### config.mk
export PLATFORM = sky130hd
export DESIGN_NAME = control_sequencer
export DESIGN_NICKNAME = d
export VERILOG_FILES = /design/src/rtl/control_sequencer.sv
export SDC_FILE = /design/constraint.sdc
export NUM_CORES = 1
export LEC_CHECK = 0
export ABC_AREA = 1
export CORE_ASPECT_RATIO = 1.4
export CORE_UTILIZATION = 28
export DETAILED_ROUTE_END_ITERATION = 16
export PLACE_DENSITY = 0.77
export SLEW_MARGIN = 5
export SYNTH_ARGS = -nofsm -noshare
export SYNTH_HDL_FRONTEND = slang
export SYNTH_SLANG_ARGS = --single-unit
### constraint.sdc
create_clock -name clock -period 1.2 [get_ports clock]
set_input_delay 0.18 -clock clock [delete_from_list [all_inputs] [get_ports clock]]
set_output_delay 0.18 -clock clock [all_outputs]
set_load 0.01 [all_outputs]
### src/rtl/control_sequencer.sv
// control_sequencer: T-state sequencer driving the single-bus CPU datapath through fetch and execute.
// Build option: define ILLEGAL_TRAP_EN to trap unknown opcodes into S_HALT with a sticky `illegal` output.
module control_sequencer #(
  parameter int unsigned MEM_TIMEOUT = 0
) (
  input  logic        clock,
  input  logic        reset,
  input  logic [31:0] ir,
  input  logic        mem_ready,
  output logic        PCout,
  output logic        PCin,
  output logic        IncPC,
  output logic        MARin,
  output logic        MDRin,
  output logic        MDRout,
  output logic        IRin,
  output logic        Yin,
  output logic        Zin,
  output logic        Zlowout,
  output logic        Cout,
  output logic        Read,
  output logic        Write,
  output logic        Gra,
  output logic        Grb,
  output logic        Grc,
  output logic        Rin,
  output logic        Rout,
  output logic        BAout,
  output logic [4:0]  alu_op,
  output logic        run,
  output logic        mem_err
`ifdef ILLEGAL_TRAP_EN
  ,
  output logic        illegal
`endif
);

  localparam logic [4:0] OP_LD   = 5'b00000;
  localparam logic [4:0] OP_LDI  = 5'b00001;
  localparam logic [4:0] OP_ST   = 5'b00010;
  localparam logic [4:0] OP_ADD  = 5'b00011;
  localparam logic [4:0] OP_SUB  = 5'b00100;
  localparam logic [4:0] OP_AND  = 5'b00101;
  localparam logic [4:0] OP_OR   = 5'b00110;
  localparam logic [4:0] OP_ADDI = 5'b01100;
  localparam logic [4:0] OP_NOP  = 5'b11010;
  localparam logic [4:0] OP_HALT = 5'b11011;

  typedef enum logic [3:0] {
    S_RST, T0, T1, T2, T3, T4, T5, T6, T7, S_HALT
  } state_t;

  typedef enum logic [2:0] {
    C_NOP, C_HALT, C_RTYPE, C_ADDI, C_LDI, C_LD, C_ST, C_ILLEGAL
  } iclass_t;

  // The counter only has to hold 0 .. MEM_TIMEOUT-1 stalled cycles.
  localparam int CNT_W = (MEM_TIMEOUT > 1) ? $clog2(MEM_TIMEOUT) : 1;
  localparam logic [CNT_W-1:0] CNT_LIMIT = CNT_W'((MEM_TIMEOUT > 0) ? MEM_TIMEOUT - 1 : 0);
  localparam bit TIMEOUT_EN = (MEM_TIMEOUT != 0);

  state_t           state_q, state_d;
  iclass_t          iclass;
  logic [4:0]       opcode;
  logic [CNT_W-1:0] wait_cnt;
  logic             wait_state, stall, timeout;
  logic             unused_ir;

  assign opcode    = ir[31:27];
  assign unused_ir = ^ir[26:0];

  always_comb begin
    iclass = C_NOP;
    case (opcode)
      OP_LD:                       iclass = C_LD;
      OP_LDI:                      iclass = C_LDI;
      OP_ST:                       iclass = C_ST;
      OP_ADD, OP_SUB, OP_AND, OP_OR: iclass = C_RTYPE;
      OP_ADDI:                     iclass = C_ADDI;
      OP_NOP:                      iclass = C_NOP;
      OP_HALT:                     iclass = C_HALT;
`ifdef ILLEGAL_TRAP_EN
      default:                     iclass = C_ILLEGAL;
`else
      default:                     iclass = C_NOP;
`endif
    endcase
  end

  // Only the fetch read, the ld data read and the st write wait on memory.
  assign wait_state = (state_q == T1)
                   || (state_q == T6 && iclass == C_LD)
                   || (state_q == T7 && iclass == C_ST);
  assign stall      = wait_state && !mem_ready;
  assign timeout    = TIMEOUT_EN && stall && (wait_cnt == CNT_LIMIT);

`ifdef ILLEGAL_TRAP_EN
  logic trap;
  assign trap = (state_q == T2) && (iclass == C_ILLEGAL);
`endif

  // NOTE: state is only a handful of flops, so every one of them is reset; nothing here is a memory.
  always_ff @(posedge clock or posedge reset) begin
    if (reset) begin
      state_q  <= S_RST;
      wait_cnt <= '0;
      mem_err  <= 1'b0;
`ifdef ILLEGAL_TRAP_EN
      illegal  <= 1'b0;
`endif
    end else begin
      // NOTE: non-blocking assignments so every flop samples pre-edge values regardless of statement order.
      state_q  <= state_d;
      wait_cnt <= stall ? wait_cnt + CNT_W'(1) : '0;
      if (timeout) mem_err <= 1'b1;
`ifdef ILLEGAL_TRAP_EN
      if (trap) illegal <= 1'b1;
`endif
    end
  end

  always_comb begin
    // NOTE: every output gets a default first so no path through the case can infer a latch.
    state_d = state_q;
    PCout   = 1'b0;
    PCin    = 1'b0;
    IncPC   = 1'b0;
    MARin   = 1'b0;
    MDRin   = 1'b0;
    MDRout  = 1'b0;
    IRin    = 1'b0;
    Yin     = 1'b0;
    Zin     = 1'b0;
    Zlowout = 1'b0;
    Cout    = 1'b0;
    Read    = 1'b0;
    Write   = 1'b0;
    Gra     = 1'b0;
    Grb     = 1'b0;
    Grc     = 1'b0;
    Rin     = 1'b0;
    Rout    = 1'b0;
    BAout   = 1'b0;
    alu_op  = 5'b00000;
    run     = (state_q != S_HALT);

    case (state_q)
      S_RST: state_d = T0;

      T0: begin
        PCout   = 1'b1;
        MARin   = 1'b1;
        IncPC   = 1'b1;
        Zin     = 1'b1;
        state_d = T1;
      end

      T1: begin
        Zlowout = 1'b1;
        Read    = 1'b1;
        PCin    = mem_ready;
        MDRin   = mem_ready;
        if (mem_ready)    state_d = T2;
        else if (timeout) state_d = S_HALT;
      end

      T2: begin
        MDRout = 1'b1;
        IRin   = 1'b1;
        case (iclass)
          C_NOP:             state_d = T0;
          C_HALT, C_ILLEGAL: state_d = S_HALT;
          default:           state_d = T3;
        endcase
      end

      T3: begin
        Grb     = 1'b1;
        Yin     = 1'b1;
        state_d = T4;
        // Immediate forms add to the base register (BAout forces R0 to read as zero).
        if (iclass == C_LDI || iclass == C_LD || iclass == C_ST) BAout = 1'b1;
        else                                                    Rout  = 1'b1;
      end

      T4: begin
        Zin     = 1'b1;
        state_d = T5;
        if (iclass == C_RTYPE) begin
          Grc    = 1'b1;
          Rout   = 1'b1;
          alu_op = opcode;
        end else begin
          Cout   = 1'b1;
          alu_op = OP_ADD;
        end
      end

      T5: begin
        Zlowout = 1'b1;
        if (iclass == C_LD || iclass == C_ST) begin
          MARin   = 1'b1;
          state_d = T6;
        end else begin
          Gra     = 1'b1;
          Rin     = 1'b1;
          state_d = T0;
        end
      end

      T6: begin
        if (iclass == C_LD) begin
          Read  = 1'b1;
          MDRin = 1'b1;
          if (mem_ready)    state_d = T7;
          else if (timeout) state_d = S_HALT;
        end else if (iclass == C_ST) begin
          Gra     = 1'b1;
          Rout    = 1'b1;
          MDRin   = 1'b1;
          state_d = T7;
        end else begin
          state_d = T0;
        end
      end

      T7: begin
        if (iclass == C_LD) begin
          MDRout  = 1'b1;
          Gra     = 1'b1;
          Rin     = 1'b1;
          state_d = T0;
        end else if (iclass == C_ST) begin
          Write = 1'b1;
          if (mem_ready)    state_d = T0;
          else if (timeout) state_d = S_HALT;
        end else begin
          state_d = T0;
        end
      end

      S_HALT: state_d = S_HALT;

      default: state_d = S_RST;
    endcase
  end

endmodule

======== Word level (Yosys, flattened, before mapping) ========
Memories as Yosys holds them, arrays and structs flattened.
Cells that the tools add are included.
word-level totals
  register bits after elaboration ......... 4
  bits in latches ......................... 0
  RAM bits ................................ 0
  memory bits (read-only) ................. 96
  bits of input ports ..................... 35
  output and inout bits ................... 26
  word-level logic and storage cells ...... 69
  memories ................................ 1
memory list
  name              depth  width  rd ports  clocked after Yosys merged registers in  wr ports  RTL line  source
  (name not given)  32     3      1         0                                        0         74        case (opcode)
cells by class
  $add $sub $neg .......................... 0
  multiply operators ...................... 0
  div/mod/pow operators ................... 0
  order comparisons ....................... 0
  eq/ne operators ......................... 19
  shifts and indexed selects .............. 0
  multiplexer cells ....................... 39
  bitwise gates (word level) .............. 0
  reductions and logical operators ........ 9
operator list
  cell                                                              number
  4-bit case mux with 10 select lines                               1
  4-bit 2-to-1 mux                                                  7
  1-bit 2-to-1 mux                                                  20
  4-bit by 3-bit == test with 1-bit output (second input constant)  4
  3-bit == test (second input constant)                             4
  5-bit 2-to-1 mux                                                  2
  1-bit case mux with 2 select lines                                5
  4-bit by 2-bit == test with 1-bit output (second input constant)  2
  4-bit == test (second input constant)                             2
  4-bit != test (second input constant)                             2
  4-bit case mux with 2 select lines                                1
  1-bit case mux with 3 select lines                                2
  2-bit OR reduction                                                3
  4-bit by 1-bit == test with 1-bit output (second input constant)  1
  4-bit logical NOT                                                 1
  3-bit by 1-bit == test with 1-bit output (second input constant)  1
  3-bit by 2-bit == test with 1-bit output (second input constant)  1
  3-bit logical NOT                                                 1
  1-bit logical OR                                                  3
  3-bit 2-to-1 mux                                                  1
  3-bit != test (second input constant)                             1
  3-bit AND reduction                                               1
  2-bit != test (second input constant)                             1

======== Longest topological paths before layout ========
Gate-level depths: netlist of the first run.
An unclocked memory read counts as a cell.
  word-level depth ........................ 6
  depth in mapped cells ................... 11
  depth with buffers taken out ............ 11

======== Worst setup path before layout of the first run ========
No wires, ideal clock.
  path kind ............................... flip-flop to output port
  start ................................... reg state_q[3]
  end ..................................... out Rout
  data arrival time ....................... 1211 ps
  setup slack ............................. -191 ps
  cell stages (with the launch flop) ...... 6
  buffers on the path ..................... 0
  cells stage by stage .................... dfrtp_1 -> inv_2 -> nand2_1 -> nor3_1 -> nand2_1 -> nand3_1
on the way
  longest elaborated chain between the ends .. 2
  elaborated cells on any way between the ends .. 4
  classes of those cells .................. 3 x eq/ne; 1 x mux
RTL lines
  element                                   RTL line  source
  start: declaration                        62        state_t state_q, state_d;
  start signal: assignment                  113       state_q <= state_d;
  4-bit by 3-bit == test with 1-bit output  147       case (state_q)
  1-bit case mux with 3 select lines *      147
  end: declaration                          27        output logic Rout,
Mark *: on every way between the ends. The rest lies on a longest branch, timed or not.

======== Worst setup path after layout of the first run ========
  start ................................... reg state_q[0]
  end ..................................... out Gra
on the way
  longest elaborated chain between the ends .. 2
  elaborated cells on any way between the ends .. 4
  classes of those cells .................. 3 x eq/ne; 1 x mux
RTL lines
  element                                                                    RTL line  source
  4-bit == test or 4-bit by 3-bit == test with 1-bit output (tied branches)  147
  1-bit case mux with 3 select lines *                                       147
  end: declaration                                                           23        output logic Gra,
Marks and branches as above.

==> results of run 1 <==
[per-layer routing]
layer | vias to the layer above | global-route usage (%) | routed length [um]
li1 | 542 | - | -
met4 | 0 | 16.0 | 146
met1 | 524 | 25.0 | 1160
met5 | - | 0 | 0
met3 | 12 | 2.98 | 126
met2 | 41 | 55.2 | 1900
[stage by stage]
step / utilization, % / hold slack, ns / area (um^2) / power [mW]
floorplan: - / -0.0539 / 748 / 1.11
global placement: 57.8 / 0.365 / 1300 / 2.03
detailed placement: 57.8 / 0.376 / 1300 / 2.06
CTS: 70.8 / 0.121 / 1590 / 2.80
global route: 74.9 / 0.142 / 1690 / 3.27
finish: 74.9 / 0.124 / 1690 / 3.09
[area by class of cell]
class                           count  area, um^2  area share, %
Multi-Input combinational cell     90         729           43.2
Timing Repair Buffer               86         724           42.9
Sequential cell                     4         101           6.00
Inverter                           20        82.6           4.89
Tap cell                           22        27.5           1.63
Clock buffer                        3        22.5           1.33
[cells in the final DEF (no fill, tap or decap), types with 2 or more instances in the layout]
master,instances
a21oi_1,2
nand2_1,21
nor2_4,9
inv_1,10
inv_4,3
o21ai_1,2
clkbuf_4,3
nand3_4,4
o21ai_2,2
nand3_2,9
nand3_1,4
inv_2,7
buf_4,42
conb_1,3
nor3_4,5
nand4_1,3
nand2_4,6
clkdlybuf4s50_1,2
buf_2,13
nor2_1,2
nor2_2,3
buf_6,27
dfrtp_1,3
nand2_2,10
[synth_stat cells]
master,count,area (um^2)
o21ai_1,1,5.00
nor3_4,2,32.5
nand2_4,2,22.5
a21oi_1,3,15.0
nand2_2,2,12.5
nor3_1,2,10.0
nor2_2,3,18.8
nand2_1,34,128
nand4_1,3,18.8
nand3b_1,1,7.51
inv_2,6,22.5
nor3_2,1,10.0
o21ai_0,3,15.0
nand3_2,6,60.1
dfrtp_1,4,100
nor4_1,1,6.26
nand4_2,1,12.5
conb_1,1,3.75
inv_1,14,52.6
nor2_1,11,41.3
buf_4,5,37.5
nand3_1,11,55.1
[where the power goes]
part	switching, mW	leakage (nW)	internal (mW)
combinational	1.36	0.842	1.31
clock	0.0519	0.0138	0.112
sequential	0.0628	0.0494	0.193
[worst max-delay path, delay by kind of cell (launching register included)]
family,cells,cell delay (ns)
buffers and inverters,4,0.45
DFF,1,0.41
and+or+nand+nor,4,0.41
[logic make-up (layout without fill, tap and decap cells)]
| logic type | after synthesis | after routing | synth area share (%) |
|---|---|---|---|
| AOI/OAI and AO/OA | 7 | 7 | 5.10 |
| buffers and inverters | 25 | 109 | 16.4 |
| DFF | 4 | 4 | 14.6 |
| other | 1 | 3 | 0.546 |
| and+or+nand+nor | 80 | 80 | 63.4 |
[what timing repair did]
action                                  in CTS  in global routing
gates resized for setup                    163                 28
pin swaps                                   25                 17
endpoints found under the setup margin      27                 27
buffers inserted                            20                  4
[path summary, 6_finish.rpt]
kind,endpoint
max,Gra
min,state_q[0]
max reg2reg,state_q[0]
min reg2reg,state_q[2]
max in group asynchronous,state_q[2]
min in group clock,state_q[3]
==> run summary, run 1 <==
via count: 1119
leakage power total: 0.905 nW
final count of pins violating max slew: 0
synth unique cells: 22
RePlAce Congestion: 0.856
number of synthesized register bits: 4
I/O pins: 61
max-cap viol count: 0
pre-CTS WS: -1.09 ns
CTS buffer count: 3
register area share after synthesis: 14.6%
YS warnings: 0
Biggest register: state_q
CP endpoint kind: primary output
critical-path cell list: buf_6 > nor2_4 > inv_2 > nor2_4 > nand2_2 > buf_6 > nand3_2 > buf_6
dpl cells: 201
failing checks: design-rule violations, negative setup slack
clock transition at the registers of the reported paths: 0.04 ns
crit path time final: 1.67 ns
cts hold-fix bufs: 0
antenna viol nets, final: 0
Peak VDD IR: 2.01 mV
Total Routed Length: 3330 um
RSZ-0062 raised after global routing: true
CTS tree: built
die area: 2660 um^2
GR Overflow Total: 0
CP required: 1.02 ns
Fmax achieved: 597 MHz
largest net degree at the start of global routing: 6
number of remaining DRC errors: 3
Critical R2R Launch: state_q[3]
Worst Setup SP: state_q[0]
Routed WL per cell: 14.8 um
non-filler instance count after layout: 225
GRT Total Usage: 27.1%
first-pass GRT wire length: 5240 um
share of cells above drive strength 1: 72.9%
status: complete, but fails checks
H-tree depth: 1
worst r2r path cells: 12
synthesized instance count: 117
total negative slack: -9.04 ns
Startpoint Class: flip-flop
Clock Tree Root: clkbuf_4
ant diodes: 0
I/O Buffers: 30
Core Area: 2250 um^2
final setup fails: 27
vias per inst: 4.97
Crit path top cell by count: buf_6
Largest register FFs: 4
Crit Path Max Fanout: 3
Hold/Removal Path Class: in -> async
Chip Height: 60.6 um
1st-iter DRT viols: 24
DP HPWL: 1940 um
Setup Skew: 0.00263 ns
number of fill cells: 161
Layout area overhead: 146%
Mean Syn Cell Area: 5.87 um^2
biggest regs: state_q (4)
Starting Density: 30.5%
Power Density: 1830 nW/um^2
crit path kind: reg -> out
synthesized area: 687 um^2
First-pass DRT Iterations: 10
CP max-delay cell: dfrtp_1
Final Hold Fails: 0
Final Worst Setup Slack: -0.474 ns
clock latency on the worst-skew pair: 0.23 ns
row count: 20
CP max stage delay: 0.41 ns
nets: 240
TritonCTS Sinks: 4
vias in the first global route: 1217
reg2reg setup slack: -0.38 ns
antenna violations before repair: 0
final period utilization: 140%
Arr. time, crit path: 1.49 ns
Die Wd: 43.9 um
worst-case clock buffer depth: 2
No activity file was read; power rests on OpenSTA's default activity.
==> run 2: changes to the inputs <==
--- a/config.mk
+++ b/config.mk
@@ -5,9 +5,8 @@
 export SDC_FILE = /design/constraint.sdc
 export NUM_CORES = 1
 export LEC_CHECK = 0
-export ABC_AREA = 1
 export CORE_ASPECT_RATIO = 1.4
-export CORE_UTILIZATION = 28
+export CORE_UTILIZATION = 29
 export DETAILED_ROUTE_END_ITERATION = 16
 export PLACE_DENSITY = 0.77
 export SLEW_MARGIN = 5
==> run summary, run 2 <==
number of cells on the critical path: 6
register area share after synthesis: 13.6%
1st-iter DRT viols: 33
top post-synthesis cells by area: dfrtp_1 (14%), nor2_1 (7.2%), buf_4 (6.1%)
Die Wd: 44.5 um
clock latency on the worst-skew pair: 0.25 ns
Startpoint Class: flip-flop
number of synthesized register bits: 4
Core Area: 2390 um^2
final count of pins violating max slew: 0
biggest regs: state_q (4)
cell area after layout: 1670 um^2
Final Worst Setup Slack: -0.593 ns
cts hold-fix bufs: 0
ant diodes: 0
Post-synth ARST share: 100%
H-tree depth: 1
crit path time final: 1.79 ns
most frequent cells after synthesis: nor2_1 (14), nand2_1 (10), buf_4 (6), nor2b_1 (6)
Arr. time, crit path: 1.61 ns
die area: 2740 um^2
synth unique cells: 41
most common cell in the netlist: nor2_1
critical-path cell list: or2b_4 > nor2_4 > nand2_2 > a21oi_4 > a21o_1 > buf_2
CP max stage delay: 0.47 ns
vias per inst: 5.23
worst r2r path cells: 5
worst-case clock buffer depth: 2
RSZ-0062 raised after global routing: true
CTS buffer count: 3
Post-synth EDFFs: 0
number of fill cells: 167
Buf/Inv on CP: 1
Clock Tree Root: clkbuf_4
leakage power total: 0.788 nW
max-cap viol count: 0
failing checks: negative setup slack
RePlAce Congestion: 0.853
final setup fails: 27
share of cells above drive strength 1: 76.3%
final period utilization: 149%
area taken by multi-input logic gates: 776 um^2
TritonCTS Sinks: 4
first-pass GRT wire length: 5240 um
I/O Buffers: 30
CP required: 1.02 ns
Synth Flop Type: dfrtp_1
row count: 21
commonest non-fill, non-tap cell in the layout: buf_6
Hold/Removal Path Class: in -> async
largest net degree at the start of global routing: 11
YS warnings: 0
Crit Path Max Fanout: 6
clock transition at the registers of the reported paths: 0.05 ns
Worst Setup SP: state_q[3]
Mean Syn Cell Area: 7.42 um^2
Routed WL per cell: 18.2 um
Final Hold Fails: 0
Setup Skew: 0.0159 ns
Power Density: 1920 nW/um^2
DP HPWL: 2110 um
most frequent cells in the layout: buf_6 (34), buf_4 (32), buf_2 (13)
sequential cell area: 105 um^2
reg2reg setup slack: -0.58 ns
top-area cell type share of the netlist area: 13.6%
leading area contributor after synthesis: dfrtp_1
CP max-delay cell: dfrtp_2
number of remaining DRC errors: 0
Starting Density: 30.7%
status: complete, but fails checks
Peak VDD IR: 0.958 mV
antenna viol nets, final: 0
CP endpoint kind: primary output
FF-to-FF End: state_q[3]
critical path capture point: Gra
vias in the first global route: 1135
synthesized area: 734 um^2
Chip Height: 61.5 um
Biggest register: state_q
I/O pins: 61
Critical R2R Launch: state_q[1]
CTS tree: built
antenna violations before repair: 0
Fmax achieved: 558 MHz
nets: 209
Layout area overhead: 127%
GR Overflow Total: 0
dpl cell area: 1310 um^2
utilization after layout: 69.9%
synthesized instance count: 99
cell family with most CP delay: simple AND/OR/NAND/NOR gates
GRT Total Usage: 26.5%
via count: 1082
First-pass DRT Iterations: 4
crit path kind: reg -> out
Total Routed Length: 3770 um
Largest register FFs: 4
run 2: cell types whose count changed after synthesis, sizes merged, moves of 4 or more:
cell | previous run | this run
buf | 5 | 10
clkbuf | 0 | 4
inv | 20 | 1
nand2 | 38 | 10
nand3 | 17 | 2
nand4 | 4 | 0
nor2b | 0 | 6
run 2: routing by layer:
metal	global-route usage (%)	vias to the layer above	wire length, um	part of all wire (%)
li1	-	487	-	-
met1	25.2	525	1280	34
met2	51.3	51	2150	57
met3	2.05	19	142	3.8
met4	20.3	0	193	5.1
met5	0	-	0	0
run 2: logic make-up after synthesis:
| kind of cell | Yosys count | share of synthesized area, % |
|---|---|---|
| AND/OR/NAND/NOR | 53 | 39.5 |
| AO/OA/AOI/OAI | 23 | 24.5 |
| buffers and inverters | 15 | 17.5 |
| flip-flops | 4 | 13.6 |
| multiplexers | 2 | 3.07 |
| XOR/XNOR | 1 | 1.19 |
| other | 1 | 0.511 |
run 2: power breakdown:
group	internal (mW)	switching, mW
combinational	1.43	1.26
clock	0.126	0.0699
sequential	0.196	0.123
total	1.75	1.46
run 2: what timing repair did:
action,in CTS,in global routing
setup buffers,14,5
cloned,0,0
endpoints found under the setup margin,27,27
endpoints found under the hold margin,0,0
pin swaps,15,10
gates resized for setup,162,27
run 2: area by class of cell:
| type | instances | share of cell area [%] |
|---|---|---|
| Clock buffer | 4 | 1.57 |
| Multi-Input combinational cell | 82 | 46.4 |
| Sequential cell | 4 | 6.29 |
| Inverter | 1 | 0.225 |
| Tap cell | 34 | 2.55 |
| Timing Repair Buffer | 82 | 42.9 |
run 2: worst register-to-register path, cell delays in order (launching register included):
cell and delay [ns]:
dfrtp_2 0.46, buf_6 0.15, nand2b_4 0.09, o31a_4 0.35, o31ai_4 0.27, mux2_4 0.33
run 2: how the worst min path moves through the flow:
stage,startpoint,end,slack (ns),cells past startpoint
2_1_floorplan,reset,state_q[1],-0.05,1
3_5_place_dp,reset,state_q[1],0.38,2
4_1_cts,reset,state_q[0],0.12,2
3_3_place_gp,reset,state_q[1],0.37,2
6_report,reset,state_q[0],0.11,2
5_1_grt,reset,state_q[0],0.15,2
run 2: stage by stage:
step           std cells  setup TNS [ns]  setup WS (ns)  hold WS [ns]  power, mW
2_1_floorplan        101           -3.61         -0.383       -0.0540       1.36
3_3_place_gp         188          -21.30          -1.17         0.372       2.13
3_5_place_dp         188          -21.92          -1.22         0.382       2.19
4_1_cts              205          -11.56         -0.562         0.125       2.74
5_1_grt              207          -13.43         -0.643         0.147       3.35
6_report             207          -12.25         -0.593         0.112       3.21
==> RTL edit (config.mk and constraints of run 2) <==
The option `ILLEGAL_TRAP_EN` is turned on by a define.
--- a/src/rtl/control_sequencer.sv
+++ b/src/rtl/control_sequencer.sv
@@ -2,2 +2,4 @@
 // Build option: define ILLEGAL_TRAP_EN to trap unknown opcodes into S_HALT with a sticky `illegal` output.
+`define ILLEGAL_TRAP_EN
+
 module control_sequencer #(
Check against the original RTL (old outputs only; new: illegal): not equivalent (a bounded check fails within 10 cycles, from zero or initial values and one cycle with reset high).
==> RTL edit against run 2 <==
- the run still ends with negative setup slack left
- cell area rose by 16%
- register-to-register slack got worse by 0.09 ns
- total power increased by 15%
- non-clock buffer count increased by 21
- sequential cell count grew 1
- count of clock-buffer cells in the layout did not move
- final cell count up 14%
- global-route usage increased by 1.0 points
- maximum frequency shrank 5.1%
- core utilization rose by 8.5 points
- wire length increased by 8.0%
- area after synthesis up 6.6%
- clock power is 7% higher
- setup slack got worse by 0.096 ns
==> RTL edit: results <==
set metrics [dict create \
    r2r_slack_ns -0.67 \
    synth_area_per_cell_um2 7.12 \
    grt_usage_pct 27.5 \
    synthMuxAreaShare_pct 2.88 \
    io_buffer_count 31 \
    multi_input_area_um2 801 \
    rr_startpoint "state_q[3]$_DFFE_PP0P_" \
    insertion_delay_ns 0.25 \
    pre_cts_slack_ns -1.17 \
    synth_xor_area_share_pct 1.12 \
    synth_cell_types 44 \
    placement.cell_area_mm2 0.00151 \
    ctsResizeCount 158 \
    synth_warnings 0 \
    synth_compound_area_share_pct 28.0 \
    status "finished, violations left" \
    place.gp.congestion 0.830 \
    seq_area_frac_synth_pct 16.0 \
    hold_path_class "input port to async pin" \
    post_drt_wl_per_cell_um 17.2 \
    vdd_ir_drop_max_v 0.00125 \
    drtIter0Drc 49 \
    grt_max_degree 12 \
    instances_no_fill 236 \
    top_regs "state_q (4), illegal (1)" \
    setup_ws_ns -0.688 \
    viasPerCell 5.46 \
    synthTopCellsByArea "dfrtp_1 (16%), buf_4 (4.8%), nor2_1 (4.8%), a21oi_1 (4.5%), nand2b_1 (4.0%)" \
    finClkSkew_ns 0.00677 \
    dp.cells 206 \
    cts_setup_buffers 16 \
    r2r_cells 6 \
    setup_viol 28 \
    drive_above_1_share_pct 71.8 \
    violations "negative setup slack" \
    grt_pass1_wl_um 5940 \
    cts_buffers 3 \
    synth_commonest_cells "nor2_1 (10), inv_1 (8), nand2_1 (8)" \
    antenna_cells 0 \
    p_leak_nw 0.923 \
    arrival_ns 1.71 \
    hpwlAfterDp_um 2270 \
    n_fill_cell 161 \
    crit_path_max_incr_delay_ns 0.46 \
    tns_ns -14.59 \
    holdWs_ns 0.133 \
]
-- RTL edit: worst max-delay path by stage --
| stage | to | depth (start not counted) |
|---|---|---|
| 2_1_floorplan | state_q[0]$_DFFE_PP0P_ | 6 |
| 3_3_place_gp | Write | 5 |
| 3_5_place_dp | Gra | 7 |
| 4_1_cts | state_q[3]$_DFFE_PP0P_ | 6 |
| 5_1_grt | Rout | 7 |
| 6_report | Rout | 7 |
-- RTL edit: worst max-delay path, delay by kind of cell (launching register included) --
family	cells	cell delay, ns
AO/OA/AOI/OAI	2	0.22
AND/OR/NAND/NOR	2	0.28
buffers and inverters	3	0.49
flip-flops	1	0.46
-- RTL edit: cells by family (layout without fill, tap and decap cells) --
logic type / after synthesis / after routing
AO/OA/AOI/OAI: 29 / 29
XOR/XNOR: 1 / 1
buffers and inverters: 25 / 115
flip-flops: 5 / 5
multiplexers: 2 / 2
other: 1 / 3
AND/OR/NAND/NOR: 47 / 47
-- RTL edit: layout make-up --
class                           instances  share of cell area (%)
Multi-Input combinational cell         82                    41.4
Inverter                                8                    1.55
Clock buffer                            4                    1.36
Sequential cell                         5                    6.66
Tap cell                               34                    2.20
Timing Repair Buffer                  103                    46.8
-- RTL edit: layer usage --
layer  vias to the layer above  track usage [%]  wire [um]
met2                        72             50.4       2200
met3                        23             3.72        207
met5                         -                0          0
li1                        567                -          -
met4                         0             9.56        171
met1                       627             30.1       1490
-- RTL edit: where the power goes --
group	internal, W	total [W]	switching, W	leakage (nW)
clock	0.000127	0.000209	0.0000825	0.0150
combinational	0.00177	0.00315	0.00138	0.854
sequential	0.000238	0.000331	0.0000932	0.0539
